**src/rtl/uart_cmd_pkg.sv**
```systemverilog
// Shared definitions for the host command link: command codes, packet size,
// and the supported-command check used by the receiver and executor.
package uart_cmd_pkg;

    localparam logic [7:0] CMD_SUB   = 8'h73;  // 's'
    localparam logic [7:0] CMD_DIV   = 8'h64;  // 'd'
    localparam logic [7:0] CMD_DIVU  = 8'h44;  // 'D'
    localparam logic [7:0] CMD_REM   = 8'h72;  // 'r'
    localparam logic [7:0] CMD_REMU  = 8'h4D;  // 'M'
    localparam logic [7:0] CMD_MUL   = 8'h6D;  // 'm'
    localparam logic [7:0] CMD_MULH  = 8'h48;  // 'H'
    localparam logic [7:0] CMD_MULHU = 8'h68;  // 'h'

    localparam int unsigned PKT_BYTES = 9;

    typedef enum logic {
        HS_IDLE = 1'b0,
        HS_ACK  = 1'b1
    } hs_state_t;

    function automatic logic is_known_cmd(input logic [7:0] code);
        case (code)
            CMD_SUB, CMD_DIV, CMD_DIVU, CMD_REM,
            CMD_REMU, CMD_MUL, CMD_MULH, CMD_MULHU: return 1'b1;
            default:                                return 1'b0;
        endcase
    endfunction

endpackage

```
**src/rtl/uart_byte_hs_rx.sv**
```systemverilog
// Four-phase valid/ack byte receiver: strobes one byte per handshake and
// refuses new bytes while the packet stage is holding a finished packet.
module uart_byte_hs_rx
    import uart_cmd_pkg::*;
(
    input  logic       clk,
    input  logic       reset,
    input  logic [7:0] rx_data,
    input  logic       rx_valid,
    input  logic       hold,
    output logic       ack,
    output logic       byte_strobe,
    output logic [7:0] byte_data
);

    hs_state_t state;
    hs_state_t state_next;

    always_ff @(posedge clk) begin
        if (reset) begin
            state <= HS_IDLE;
        end else begin
            state <= state_next;
        end
    end

    always_comb begin
        state_next  = state;
        byte_strobe = 1'b0;
        case (state)
            HS_IDLE: begin
                if (rx_valid && !hold) begin
                    byte_strobe = 1'b1;
                    state_next  = HS_ACK;
                end
            end
            HS_ACK: begin
                if (!rx_valid) begin
                    state_next = HS_IDLE;
                end
            end
            default: state_next = HS_IDLE;
        endcase
    end

    // ack is a direct decode of the state flop, so it stays glitch-free
    assign ack       = (state == HS_ACK);
    assign byte_data = rx_data;

endmodule

```
**src/rtl/uart_cmd_rx.sv**
```systemverilog
// Assembles 9-byte command packets (code, op1, op2 MSB-first) from the UART
// byte handshake and presents them on a valid/ready interface.
module uart_cmd_rx
    import uart_cmd_pkg::*;
#(
    parameter int unsigned TIMEOUT_CYCLES = 100000
) (
    input  logic        CLK,
    input  logic        RESET,
    input  logic [7:0]  UART_RX,
    input  logic        UART_RX_valid,
    output logic        UART_RX_ack,
    output logic        CMD_valid,
    input  logic        CMD_ready,
    output logic [7:0]  CMD_code,
    output logic [31:0] CMD_op1,
    output logic [31:0] CMD_op2,
    output logic        CMD_known,
    output logic        CMD_drop
);

    logic        byte_strobe;
    logic [7:0]  byte_data;
    logic [3:0]  cnt;
    logic [63:0] sr;
    logic [31:0] tmo;
    logic        last_byte;
    logic        tmo_run;
    logic        tmo_hit;

    uart_byte_hs_rx u_hs (
        .clk        (CLK),
        .reset      (RESET),
        .rx_data    (UART_RX),
        .rx_valid   (UART_RX_valid),
        .hold       (CMD_valid),
        .ack        (UART_RX_ack),
        .byte_strobe(byte_strobe),
        .byte_data  (byte_data)
    );

    always_comb begin
        last_byte = (cnt == 4'(PKT_BYTES - 1));
        tmo_run   = (TIMEOUT_CYCLES != 0) && !UART_RX_ack && (cnt != 4'd0);
        tmo_hit   = tmo_run && (tmo == TIMEOUT_CYCLES - 32'd1);
    end

    always_ff @(posedge CLK) begin
        if (RESET) begin
            cnt       <= '0;
            sr        <= '0;
            tmo       <= '0;
            CMD_valid <= 1'b0;
            CMD_code  <= '0;
            CMD_op1   <= '0;
            CMD_op2   <= '0;
            CMD_known <= 1'b0;
            CMD_drop  <= 1'b0;
        end else begin
            CMD_drop <= 1'b0;
            if (CMD_valid && CMD_ready) begin
                CMD_valid <= 1'b0;
            end
            // byte 8 is taken straight from the handshake, never shifted in
            if (byte_strobe) begin
                tmo <= '0;
                if (last_byte) begin
                    cnt       <= '0;
                    CMD_code  <= sr[63:56];
                    CMD_op1   <= sr[55:24];
                    CMD_op2   <= {sr[23:0], byte_data};
                    CMD_known <= is_known_cmd(sr[63:56]);
                    CMD_valid <= 1'b1;
                end else begin
                    cnt <= cnt + 4'd1;
                    sr  <= {sr[55:0], byte_data};
                end
            end else if (tmo_hit) begin
                cnt      <= '0;
                tmo      <= '0;
                CMD_drop <= 1'b1;
            end else if (tmo_run) begin
                tmo <= tmo + 32'd1;
            end else begin
                tmo <= '0;
            end
        end
    end

endmodule

```
**config.mk**
```make
export PLATFORM = sky130hd
export DESIGN_NAME = uart_cmd_rx
export DESIGN_NICKNAME = d
export VERILOG_FILES = /design/src/rtl/uart_cmd_pkg.sv /design/src/rtl/uart_byte_hs_rx.sv /design/src/rtl/uart_cmd_rx.sv
export SDC_FILE = /design/constraint.sdc
export NUM_CORES = 1
export LEC_CHECK = 0
export ABC_CLOCK_PERIOD_IN_PS = 1900
export CAP_MARGIN = 15
export CORE_MARGIN = 10
export CORE_UTILIZATION = 51
export CTS_BUF_LIST = sky130_fd_sc_hd__clkbuf_8
export CTS_CLUSTER_SIZE = 24
export DETAILED_ROUTE_END_ITERATION = 10
export GPL_ROUTABILITY_DRIVEN = 0
export HOLD_SLACK_MARGIN = 0.1
export PLACE_DENSITY = 0.8
export REMOVE_ABC_BUFFERS = 1
export SYNTH_ARGS = -nofsm -noshare
export SYNTH_HDL_FRONTEND = slang
export SYNTH_HIERARCHICAL = 1
export SYNTH_SLANG_ARGS = --single-unit
```
**constraint.sdc**
```tcl
create_clock -name CLK -period 1.9 [get_ports CLK]
set_input_delay 0.38 -clock CLK [delete_from_list [all_inputs] [get_ports CLK]]
set_output_delay 0.38 -clock CLK [all_outputs]
set_load 0.02 [all_outputs]
```
==> metrics.md <==
| Metric | Value |
|---|---|
| Outcome | finished clean |
| Count of buffers from port buffering | between 80 and 90 |
| Total Power | between 6 and 7 mW |
| Clk_lat worst skew | 0.48 ns |
| Post-route DRC violation count | 0 |
| Setup slack at placement | -0.442 ns |
| Maximum number of pins on one net before global-route repair | 95 |
| Master of the slowest instance on the critical path | sky130_fd_sc_hd__clkdlybuf4s50_1 |
| CTS Root Buffer Type | sky130_fd_sc_hd__clkbuf_8 |
| Largest delay contributor family on the critical path | buffers and inverters |
| Most frequent cells in the layout | sky130_fd_sc_hd__nand2_1 (288), sky130_fd_sc_hd__dfxtp_1 (172), sky130_fd_sc_hd__a21oi_1 (141) |
| Top-level port count | 88 |
| Final antenna diode count | 0 |
| Post-synthesis to final-layout area growth | 27.4% |
| Sinks on Clock Net | 176 |
| Top Layer Used | met4 |
| Cell count after synthesis | approximately 810 |
| Buffer levels on the longest clock path | 2 |
| Min Clock Period, post-route | 1.84 ns |
| Worst min-delay path class | in -> reg |
| Worst-case headroom to the max-slew limit | 72.4% |
| Setup skew after layout | 0.0116 ns |
| Layout cells sized above 1 | 10.9% |
| Static power due to leakage | 3.04 nW |
| Post-CTS setup buffer count | 0 |
| Routed wl met2 | 7120 um |
| Number of buffer and inverter stages on the critical path | 1 |
| Achievable frequency | approximately 540 MHz |
| Drt via density | 5.18 |
| Most common cell after layout, fill and taps aside | sky130_fd_sc_hd__nand2_1 |
| Worst EP arrival | roughly 1.5 ns |
| Vias after detailed routing | ~5.7k |
| Cells along the critical path | clkdlybuf4s50_1 |
| Final number of max-transition violations | 0 |
| Cell Pwr Density | 790 nW/um^2 |
| Area of the mapped netlist | 6570 sq um |
| Met3 routed WL | 1170 um |
| Number of search-and-repair iterations in the first detailed-routing pass | 5 |
| Crit-path max cell delay | 0.64 ns |
| DR iter-0 viols | ~500 |
| Routed length on met1 | 6850 um |
| Share of the yosys chip area belonging to registers | 53.6% |
| Final WS setup | between 0.05 and 0.06 ns |
| All-layer global routing usage | 17.0% |
| Half-perimeter wire length after detailed placement | 9860 um |
| H-tree lvl count | 4 |
| Count of final setup violators | 0 |
| Core Area | 12600 sq um |
| First-pass GRT wire length | 25200 um |
| Chip height | 133 um |
| Clock slew at the register clock pins of the worst setup and hold paths | 0.09 ns |
| Final core utilization | 66.3% |
| Worst setup SP type | register |
| Number of distinct standard cells referenced by the synthesized netlist | 41 |
| Number of global-route vias before repair | 5224 |
| Crit share post-route | 97.0% |
| Category of the most critical setup path | reg -> out |
| Slew at the pin closest to its max-slew limit | between 0.4 and 0.5 ns |
| Req. time, crit path | 1.52 ns |
| CTS Hold Bufs | 0 |
| Warning count from the yosys run | 6 |
| Final-stage net count | 922 |
| Total negative slack for setup checks | 0 ns |
| Overflow after GRT | 0 |
| Critical Path Sink Type | output pin |
| Count of max-cap constraint violations | 0 |
| Syn Area/Cell | 8.08 sq um |
| Number of clock buffers inserted by TritonCTS | 17 |
| Highest ir drop seen on vdd | roughly 650 uV |
| Total count of hold-check failures in the final report | 0 |
| Initial cell density of the core | 52.1% |
| Area of the die | approximately 18000 sq um |
| Maximum fanout count along the critical path | 2 |
| Antenna violations before repair | 0 |
| Antenna viol nets, final | 0 |
| Wire length per cell after detailed routing | 14.1 um |
| RSZ-0062 raised after global routing | yes |
| Floorplan die width | 133 um |
| Yosys reg bits | about 180 |
| Rows | 41 |
| Routed wire length | 15400 um |
| TritonCTS clock tree | done |
==> worst paths after layout <==
check / start / cells after the start / slack, ns / end
setup reg to reg: tmo[13] / 6 / 0.09 / cnt[0]
setup / recovery: CMD_op1[16] / 1 / 0.06 / CMD_op1[16]
hold / removal: RESET / 4 / 0.39 / tmo[8]
hold reg to reg: CMD_op1[1] / 2 / 0.45 / CMD_op1[1]
==> tightest hold or removal path, stage by stage <==
cell	delay, ns
sky130_fd_sc_hd__buf_4	0.13
sky130_fd_sc_hd__or4_1	0.13
sky130_fd_sc_hd__buf_4	0.13
sky130_fd_sc_hd__nor2_1	0.05
==> sequential cells by signal (all words and copies together), names as in the netlist <==
name / flops
CMD_code: 8
CMD_drop: 1
CMD_known: 1
CMD_op1: 32
CMD_op2: 32
CMD_valid: 1
cnt: 4
sr: 64
tmo: 32
u_hs/ack: 1
==> logic make-up after synthesis <==
logic type	count (synthesis)	share of synthesized area, %
and+or+nand+nor	388	25.6
DFF	176	53.6
muxes	3	0.476
buffers and inverters	63	4.10
xor gates and xnor gates	27	3.60
adders and majority gates	3	0.571
AOI/OAI and AO/OA	153	12.0
==> area by class of cell <==
class                   count  area (sq um)
fillers                  1055          4250
inverters                   5          18.8
flip-flops and latches    176          3530
well taps                 172           215
repair buffers            133          1370
multi-input cells         574          2840
clock buffers              18           248
clock inverters            14           155
==> power breakdown <==
group          switching (mW)  internal, mW
Combinational           0.160        0.0995
Clock                    1.40          1.22
Sequential             0.0174          3.71
==> Yosys cell counts, drive strengths merged <==
cell type    n  area [sq um]
nor2        33           124
or3          4          25.0
or2          2          12.5
nand4b       1          23.8
a21oi      141           706
nor3         3          26.3
xnor2        6          52.6
dfxtp      176          3520
inv          5          18.8
nor3b        3          27.5
and3         7          43.8
nand3       14          70.1
and2         1          6.26
mux2         1          11.3
and4         5          43.8
o311ai       1          8.76
xor2        21           184
nor4bb       1          10.0
a2111oi      1          8.76
nand3b       3          22.5
or4          1          7.51
a22o         2          17.5
nand2b       1          6.26
o31ai        2          15.0
nor2b        2          12.5
clkbuf      42           158
mux2i        2          20.0
nand2      289          1080
buf         16          92.6
nor4         8          56.3
o41ai        1          8.76
a31oi        1          6.26
ha           3          37.5
o21ai        4          20.0
nand4       10          77.6
==> layer usage <==
metal | up-vias | GRT usage [%]
met3 | 22 | 7.48
met4 | 0 | 5.80
met2 | 133 | 26.1
met1 | 2646 | 20.8
met5 | - | 0
li1 | 2860 | -
==> repair_timing <==
item                       4_1_cts  5_1_grt
pin swaps                        0        5
cloned                           0        1
setup endpoints to repair        4       96
gates resized for setup          3       21
==> per-stage QoR <==
stage          instances  instance area (sq um)  hold slack (ns)
6_report            1092                   8370            0.387
5_1_grt             1092                   8370            0.399
2_1_floorplan        755                   6320            0.430
3_5_place_dp        1059                   7860            0.446
4_1_cts             1091                   8270            0.362
3_3_place_gp        1059                   7860            0.442
(Power assumes the default switching activity.)
